### src/rtl/seg_pkg.sv
// Shared widths and types for the 8-digit 7-segment scan controller.
package seg_pkg;

    localparam int NUM_DIGITS = 8;
    localparam int DIGIT_W    = 4;
    localparam int SEL_W      = 3;

    typedef logic [DIGIT_W-1:0] digit_t;
    typedef digit_t digit_arr_t [NUM_DIGITS];

    // Digit index increment; wraps 7 -> 0 through the natural SEL_W overflow.
    function automatic logic [SEL_W-1:0] sel_inc(input logic [SEL_W-1:0] s);
        return s + SEL_W'(1);
    endfunction

endpackage

### src/rtl/seg_scan_ctrl_if.sv
// Upstream-facing bundle of the scan controller: register-file writes,
// scan/blank controls, and the registered digit outputs.
interface seg_scan_ctrl_if;
    import seg_pkg::*;

    logic                  scan_en;
    logic                  wr_en;
    logic [SEL_W-1:0]      wr_addr;
    digit_t                wr_data;
    logic [NUM_DIGITS-1:0] digit_en;
    digit_t                num;
    logic [SEL_W-1:0]      sel;
    logic                  blank;
    logic                  tick;

    modport master (
        output scan_en, wr_en, wr_addr, wr_data, digit_en,
        input  num, sel, blank, tick
    );

    modport slave (
        input  scan_en, wr_en, wr_addr, wr_data, digit_en,
        output num, sel, blank, tick
    );

endinterface

### src/rtl/seg_prescaler.sv
// Dwell prescaler: counts 0..CLK_DIV-1 while enabled and pulses tc
// combinationally during the terminal-count cycle.
module seg_prescaler #(
    parameter int CLK_DIV = 100000
) (
    input  logic clk,
    input  logic reset,
    input  logic en,
    output logic tc
);

    localparam int CNT_W = $clog2(CLK_DIV);

    logic [CNT_W-1:0] cnt_q;
    logic [CNT_W-1:0] cnt_d;

    always_comb begin
        tc    = en && (cnt_q == CNT_W'(CLK_DIV - 1));
        cnt_d = cnt_q;
        if (tc) begin
            cnt_d = '0;
        end else if (en) begin
            cnt_d = cnt_q + CNT_W'(1);
        end
    end

    always_ff @(posedge clk or posedge reset) begin
        if (reset) begin
            cnt_q <= '0;
        end else begin
            cnt_q <= cnt_d;
        end
    end

endmodule

### src/rtl/seg_scan_ctrl.sv
// Time-multiplexing scan controller for an 8-digit common-anode display:
// digit register file, select counter and registered decoder outputs.
module seg_scan_ctrl
    import seg_pkg::*;
#(
    parameter int CLK_DIV = 100000
) (
    input  logic            clk,
    input  logic            reset,
    seg_scan_ctrl_if.slave  bus
);

    logic             tc;
    logic [SEL_W-1:0] sel_q;
    logic [SEL_W-1:0] sel_d;
    digit_arr_t       regs_q;
    digit_arr_t       regs_d;
    digit_t           num_q;
    digit_t           num_d;
    logic             blank_q;
    logic             blank_d;
    logic             tick_q;
    logic             tick_d;

    seg_prescaler #(
        .CLK_DIV (CLK_DIV)
    ) u_prescaler (
        .clk   (clk),
        .reset (reset),
        .en    (bus.scan_en),
        .tc    (tc)
    );

    // Outputs look at the select value being loaded this edge, and a write
    // landing on that digit is bypassed so the stale value is never shown.
    always_comb begin
        sel_d  = tc ? sel_inc(sel_q) : sel_q;
        regs_d = regs_q;
        if (bus.wr_en) begin
            regs_d[bus.wr_addr] = bus.wr_data;
        end
        num_d   = (bus.wr_en && (bus.wr_addr == sel_d)) ? bus.wr_data : regs_q[sel_d];
        blank_d = ~bus.digit_en[sel_d];
        tick_d  = tc;
    end

    always_ff @(posedge clk or posedge reset) begin
        if (reset) begin
            sel_q   <= '0;
            regs_q  <= '{default: '0};
            num_q   <= '0;
            blank_q <= 1'b1;
            tick_q  <= 1'b0;
        end else begin
            sel_q   <= sel_d;
            regs_q  <= regs_d;
            num_q   <= num_d;
            blank_q <= blank_d;
            tick_q  <= tick_d;
        end
    end

    assign bus.sel   = sel_q;
    assign bus.num   = num_q;
    assign bus.blank = blank_q;
    assign bus.tick  = tick_q;

endmodule

### src/flat_wrapper.sv
// flat-port wrapper written by rule: the top's interface ports become plain ports
module seg_scan_ctrl_flat import seg_pkg::*;
#(
    parameter int CLK_DIV = 100000
)
  (clk, reset, bus_scan_en, bus_wr_en, bus_wr_addr, bus_wr_data, bus_digit_en, bus_num, bus_sel, bus_blank, bus_tick);
  seg_scan_ctrl_if bus_i ();
  input  logic clk;
  input  logic reset;
  input wire logic [$bits(bus_i.scan_en)-1:0] bus_scan_en;
  input wire logic [$bits(bus_i.wr_en)-1:0] bus_wr_en;
  input wire logic [$bits(bus_i.wr_addr)-1:0] bus_wr_addr;
  input wire logic [$bits(bus_i.wr_data)-1:0] bus_wr_data;
  input wire logic [$bits(bus_i.digit_en)-1:0] bus_digit_en;
  output wire logic [$bits(bus_i.num)-1:0] bus_num;
  output wire logic [$bits(bus_i.sel)-1:0] bus_sel;
  output wire logic [$bits(bus_i.blank)-1:0] bus_blank;
  output wire logic [$bits(bus_i.tick)-1:0] bus_tick;
  assign bus_i.scan_en = bus_scan_en;
  assign bus_i.wr_en = bus_wr_en;
  assign bus_i.wr_addr = bus_wr_addr;
  assign bus_i.wr_data = bus_wr_data;
  assign bus_i.digit_en = bus_digit_en;
  assign bus_num = bus_i.num;
  assign bus_sel = bus_i.sel;
  assign bus_blank = bus_i.blank;
  assign bus_tick = bus_i.tick;
  seg_scan_ctrl #(.CLK_DIV(CLK_DIV)) u_core (.clk(clk), .reset(reset), .bus(bus_i));
endmodule
### config.mk
export PLATFORM = sky130hd
export DESIGN_NAME = seg_scan_ctrl_flat
export DESIGN_NICKNAME = d
export VERILOG_FILES = /design/src/rtl/seg_pkg.sv /design/src/rtl/seg_scan_ctrl_if.sv /design/src/rtl/seg_prescaler.sv /design/src/rtl/seg_scan_ctrl.sv /design/src/flat_wrapper.sv
export SDC_FILE = /design/constraint.sdc
export NUM_CORES = 1
export LEC_CHECK = 0
export ABC_AREA = 1
export CAP_MARGIN = 20
export CORE_MARGIN = 2
export CORE_UTILIZATION = 58
export CTS_BUF_LIST = sky130_fd_sc_hd__clkbuf_16
export DETAILED_ROUTE_END_ITERATION = 10
export GPL_TIMING_DRIVEN = 0
export PLACE_DENSITY = 0.85
export SLEW_MARGIN = 20
export SYNTH_ARGS = -nofsm -noshare
export SYNTH_HDL_FRONTEND = slang
export SYNTH_HIERARCHICAL = 1
export SYNTH_SLANG_ARGS = --single-unit
### constraint.sdc
create_clock -name clk -period 2.5 [get_ports clk]
set_clock_uncertainty 0.2 [all_clocks]
set_input_delay 0.5 -clock clk [delete_from_list [all_inputs] [get_ports clk]]
set_output_delay 0.5 -clock clk [all_outputs]
set_load 0.1 [all_outputs]
==> flow_metrics.py <==
metrics = {
    "detailed_routing": {
        "drt_first_pass_iters": 5,
        "routed_wl_um": 8110,
        "drc_errors": 0,
        "ant_nets": 0,
        "via_count": 3020,
        "post_drt_wl_per_cell_um": 15.3,
        "via_per_inst": 5.69,
        "drt_iter0_drc": 346,
    },
    "worst_setup_path": {
        "crit_family": "buffers and inverters",
        "reg2reg_from": "u_core/u_prescaler/cnt_q[0]",
        "timing.rr.end": "u_core/bus.num[3]",
        "cp_num_buf_inv": 1,
        "cp_max_fo": 1,
        "endpoint_kind": "primary output",
        "cp-start-kind": "register",
        "ff2ff_path_depth": 14,
        "critPathKind": "reg2out",
        "crit_path_top_delay_cell": "clkdlybuf4s50_1",
        "required_ns": 1.80,
        "cp.arrival_ns": 1.77,
        "timing.critical_path.cells": "clkdlybuf4s50_1",
        "max_stage_delay_ns": 1.12,
        "regToRegSetupSlack_ns": 0.15,
    },
    "finish": {
        "drive_gt1_share_pct": 11.5,
        "final_cell_count_no_fill": 531,
        "nNetsFinal": 478,
        "syn_to_final_growth_pct": 24.2,
        "fin_area_um2": 3930,
        "diodes": 0,
    },
    "clock_tree": {
        "h-tree-depth": 3,
        "clkTransAtPathRegs_ns": 0.05,
        "cts_root_buffer": "clkbuf_16",
        "cts.hold.buffers_added": 0,
        "cts.path.max_buffers": 2,
        "tritoncts": "done",
        "clk_latency_ns": 0.32,
        "cts_made_buffers": 9,
        "cts_sinks": 58,
    },
    "placed_design": {
        "place_area_um2": 3540,
        "io_buffers": 27,
        "dp_hpwl_um": 5670,
        "routabilityCongestion": 0.954,
        "placed_cells": 515,
    },
    "worst_hold_path": {
        "worstHoldPathType": "reg2reg",
        "hold_path_end": "u_core/regs_q[23]",
        "min_from": "u_core/regs_q[23]",
        "hold_depth": 2,
    },
    "yosys": {
        "synth_area_leaders": "dfrtp_1 (45%), nand2_1 (12%), nand3_1 (11%)",
        "avgSynthCellArea_um2": 7.59,
        "ys_async_sr_fraction_pct": 100,
        "ys_ff_latch": 58,
        "syn_nets": 438,
        "synth.top_cell.area_share_pct": 45.0,
        "synth_ff_type": "dfrtp_1",
        "yosys.cell_count.top_type": "nand2_1",
        "synth_cells": 417,
        "synth_edf_count": 0,
        "syn-cell-area_um2": 3170,
        "synth_area_leader_cell": "dfrtp_1",
        "yosysSeqAreaShare_pct": 45.9,
        "synth_warnings": 6,
        "ys_types": 31,
        "synth_common_cells": "nand2_1 (105), nand3_1 (67), inv_1 (60)",
    },
    "global_route": {
        "antenna_found_initial": 0,
        "grt.overflow.total": 0,
        "first_global_vias": 2949,
        "grt_max_degree": 28,
        "grt_pass1_wl_um": 13300,
        "grt_use_total_pct": 28.2,
    },
    "floorplan": {
        "die_h_um": 77.9,
        "core_area_um2": 5170,
        "rows": 26,
        "io_pins": 28,
        "dieArea_um2": 6070,
        "die_x_um": 77.9,
        "initial_core_util_pct": 61.2,
    },
    "sta": {
        "worstMarginPinSlew_ns": 0.962,
        "hold_ws_ns": 0.288,
        "fmax_ghz": 0.405,
        "slew_violations": 0,
        "finalCritPeriodShare_pct": 98.7,
        "setup_viol": 0,
        "post-route-min-period_ns": 2.47,
        "maxSlewHeadroom_pct": 35.7,
        "hold_viol": 0,
    },
    "power": {
        "peakVddDrop_v": 0.000572,
        "powerDensity_nw_per_um2": 812,
        "p_leak_nw": 1.96,
    },
    "outcome": {
        "outcome": "complete, no violations",
    },
    "run": {
        "cap_violations": 0,
    },
}
==> registers in the layout (all words and copies together) (netlist names) <==
signal	cells
u_core/u_prescaler/cnt_q	17
u_core/bus.num	4
u_core/bus.blank	1
u_core/regs_q	32
u_core/bus.tick	1
u_core/bus.sel	3
==> per-layer routing <==
layer | vias up | part of all wire [%] | track usage [%]
li1 | 1418 | - | -
met1 | 1449 | 42 | 36.3
met2 | 131 | 48 | 45.9
met3 | 22 | 7.9 | 5.35
met4 | 0 | 2.1 | 13.0
met5 | - | 0 | 0
==> worst max path at each step <==
stage	from	end	slack, ns	cells past startpoint
6_report	u_core/bus.num[0]	bus_num[0]	0.03	1
5_1_grt	u_core/u_prescaler/cnt_q[1]	u_core/bus.num[3]	-0.03	14
4_1_cts	bus_scan_en	u_core/bus.num[1]	0.003	14
3_5_place_dp	bus_scan_en	u_core/bus.num[3]	-0.60	14
3_3_place_gp	bus_scan_en	u_core/bus.num[1]	-0.56	12
2_1_floorplan	u_core/bus.sel[0]	u_core/bus.num[0]	0.21	7
==> area by class of cell <==
class | instances | area (um^2)
timing repair buffer | 29 | 288
tap | 70 | 87.6
sequential | 58 | 1450
inverter | 64 | 243
multi-input combinational | 290 | 1480
clock buffer | 9 | 225
fill | 378 | 1240
buffer | 5 | 48.8
clock inverter | 6 | 106
==> where the power goes <==
part           leakage, nW  switching (mW)  internal, mW
Sequential           0.696           0.125          1.10
Clock                0.161           0.402         0.960
Combinational         1.11           0.391         0.215
==> kinds of logic (layout without fill, tap and decap cells) <==
group	count (synthesis)	in the layout	synth area share, %
buffers and inverters	69	113	9.01
flip-flops	58	58	45.9
adder cells (fa/ha/maj)	2	2	0.790
XOR/XNOR	7	7	1.94
AND/OR/NAND/NOR	240	240	35.4
AO/OA/AOI/OAI	41	41	6.99
==> placed cells by master, fill, tap and decap left out, types with 2 or more instances in the layout <==
master	synthesis	layout
nor2_2	3	4
nand4_1	7	7
buf_6	2	3
o21bai_1	2	2
nor3b_1	2	2
nand2_4	1	5
buf_4	2	3
nor3_1	5	4
nand2_1	105	104
nand2_2	8	5
clkdlybuf4s50_1	0	22
nor2_1	27	25
clkbuf_16	0	9
nand3_2	2	3
inv_1	60	59
bufinv_16	0	3
clkinv_1	0	2
dlygate4sd2_1	0	4
nand3b_1	9	9
xor2_1	5	5
o21ai_1	3	3
o21ai_0	32	32
nor3_2	1	2
xnor2_1	2	2
nor2_4	2	3
nand3_1	67	66
dfrtp_1	57	57
inv_2	3	4
==> per-stage QoR <==
step	setup slack [ns]	setup TNS [ns]	power [mW]	util (%)
final	0.0325	0	3.19	76.0
after detailed placement	-0.604	-3.45	1.81	68.5
after floorplan	0.214	0	1.64	-
after CTS	0.00278	0	3.20	75.0
after global routing	-0.0287	-0.0405	3.33	76.0
after global placement	-0.563	-3.09	1.78	68.1
==> repair_timing <==
| action | CTS | global route |
|---|---|---|
| resized for setup | 8 | 14 |
| pin swaps | 0 | 3 |
| setup buffers | 0 | 1 |
| setup endpoints to repair | 9 | 5 |
Power figures use the tool's default switching activity.
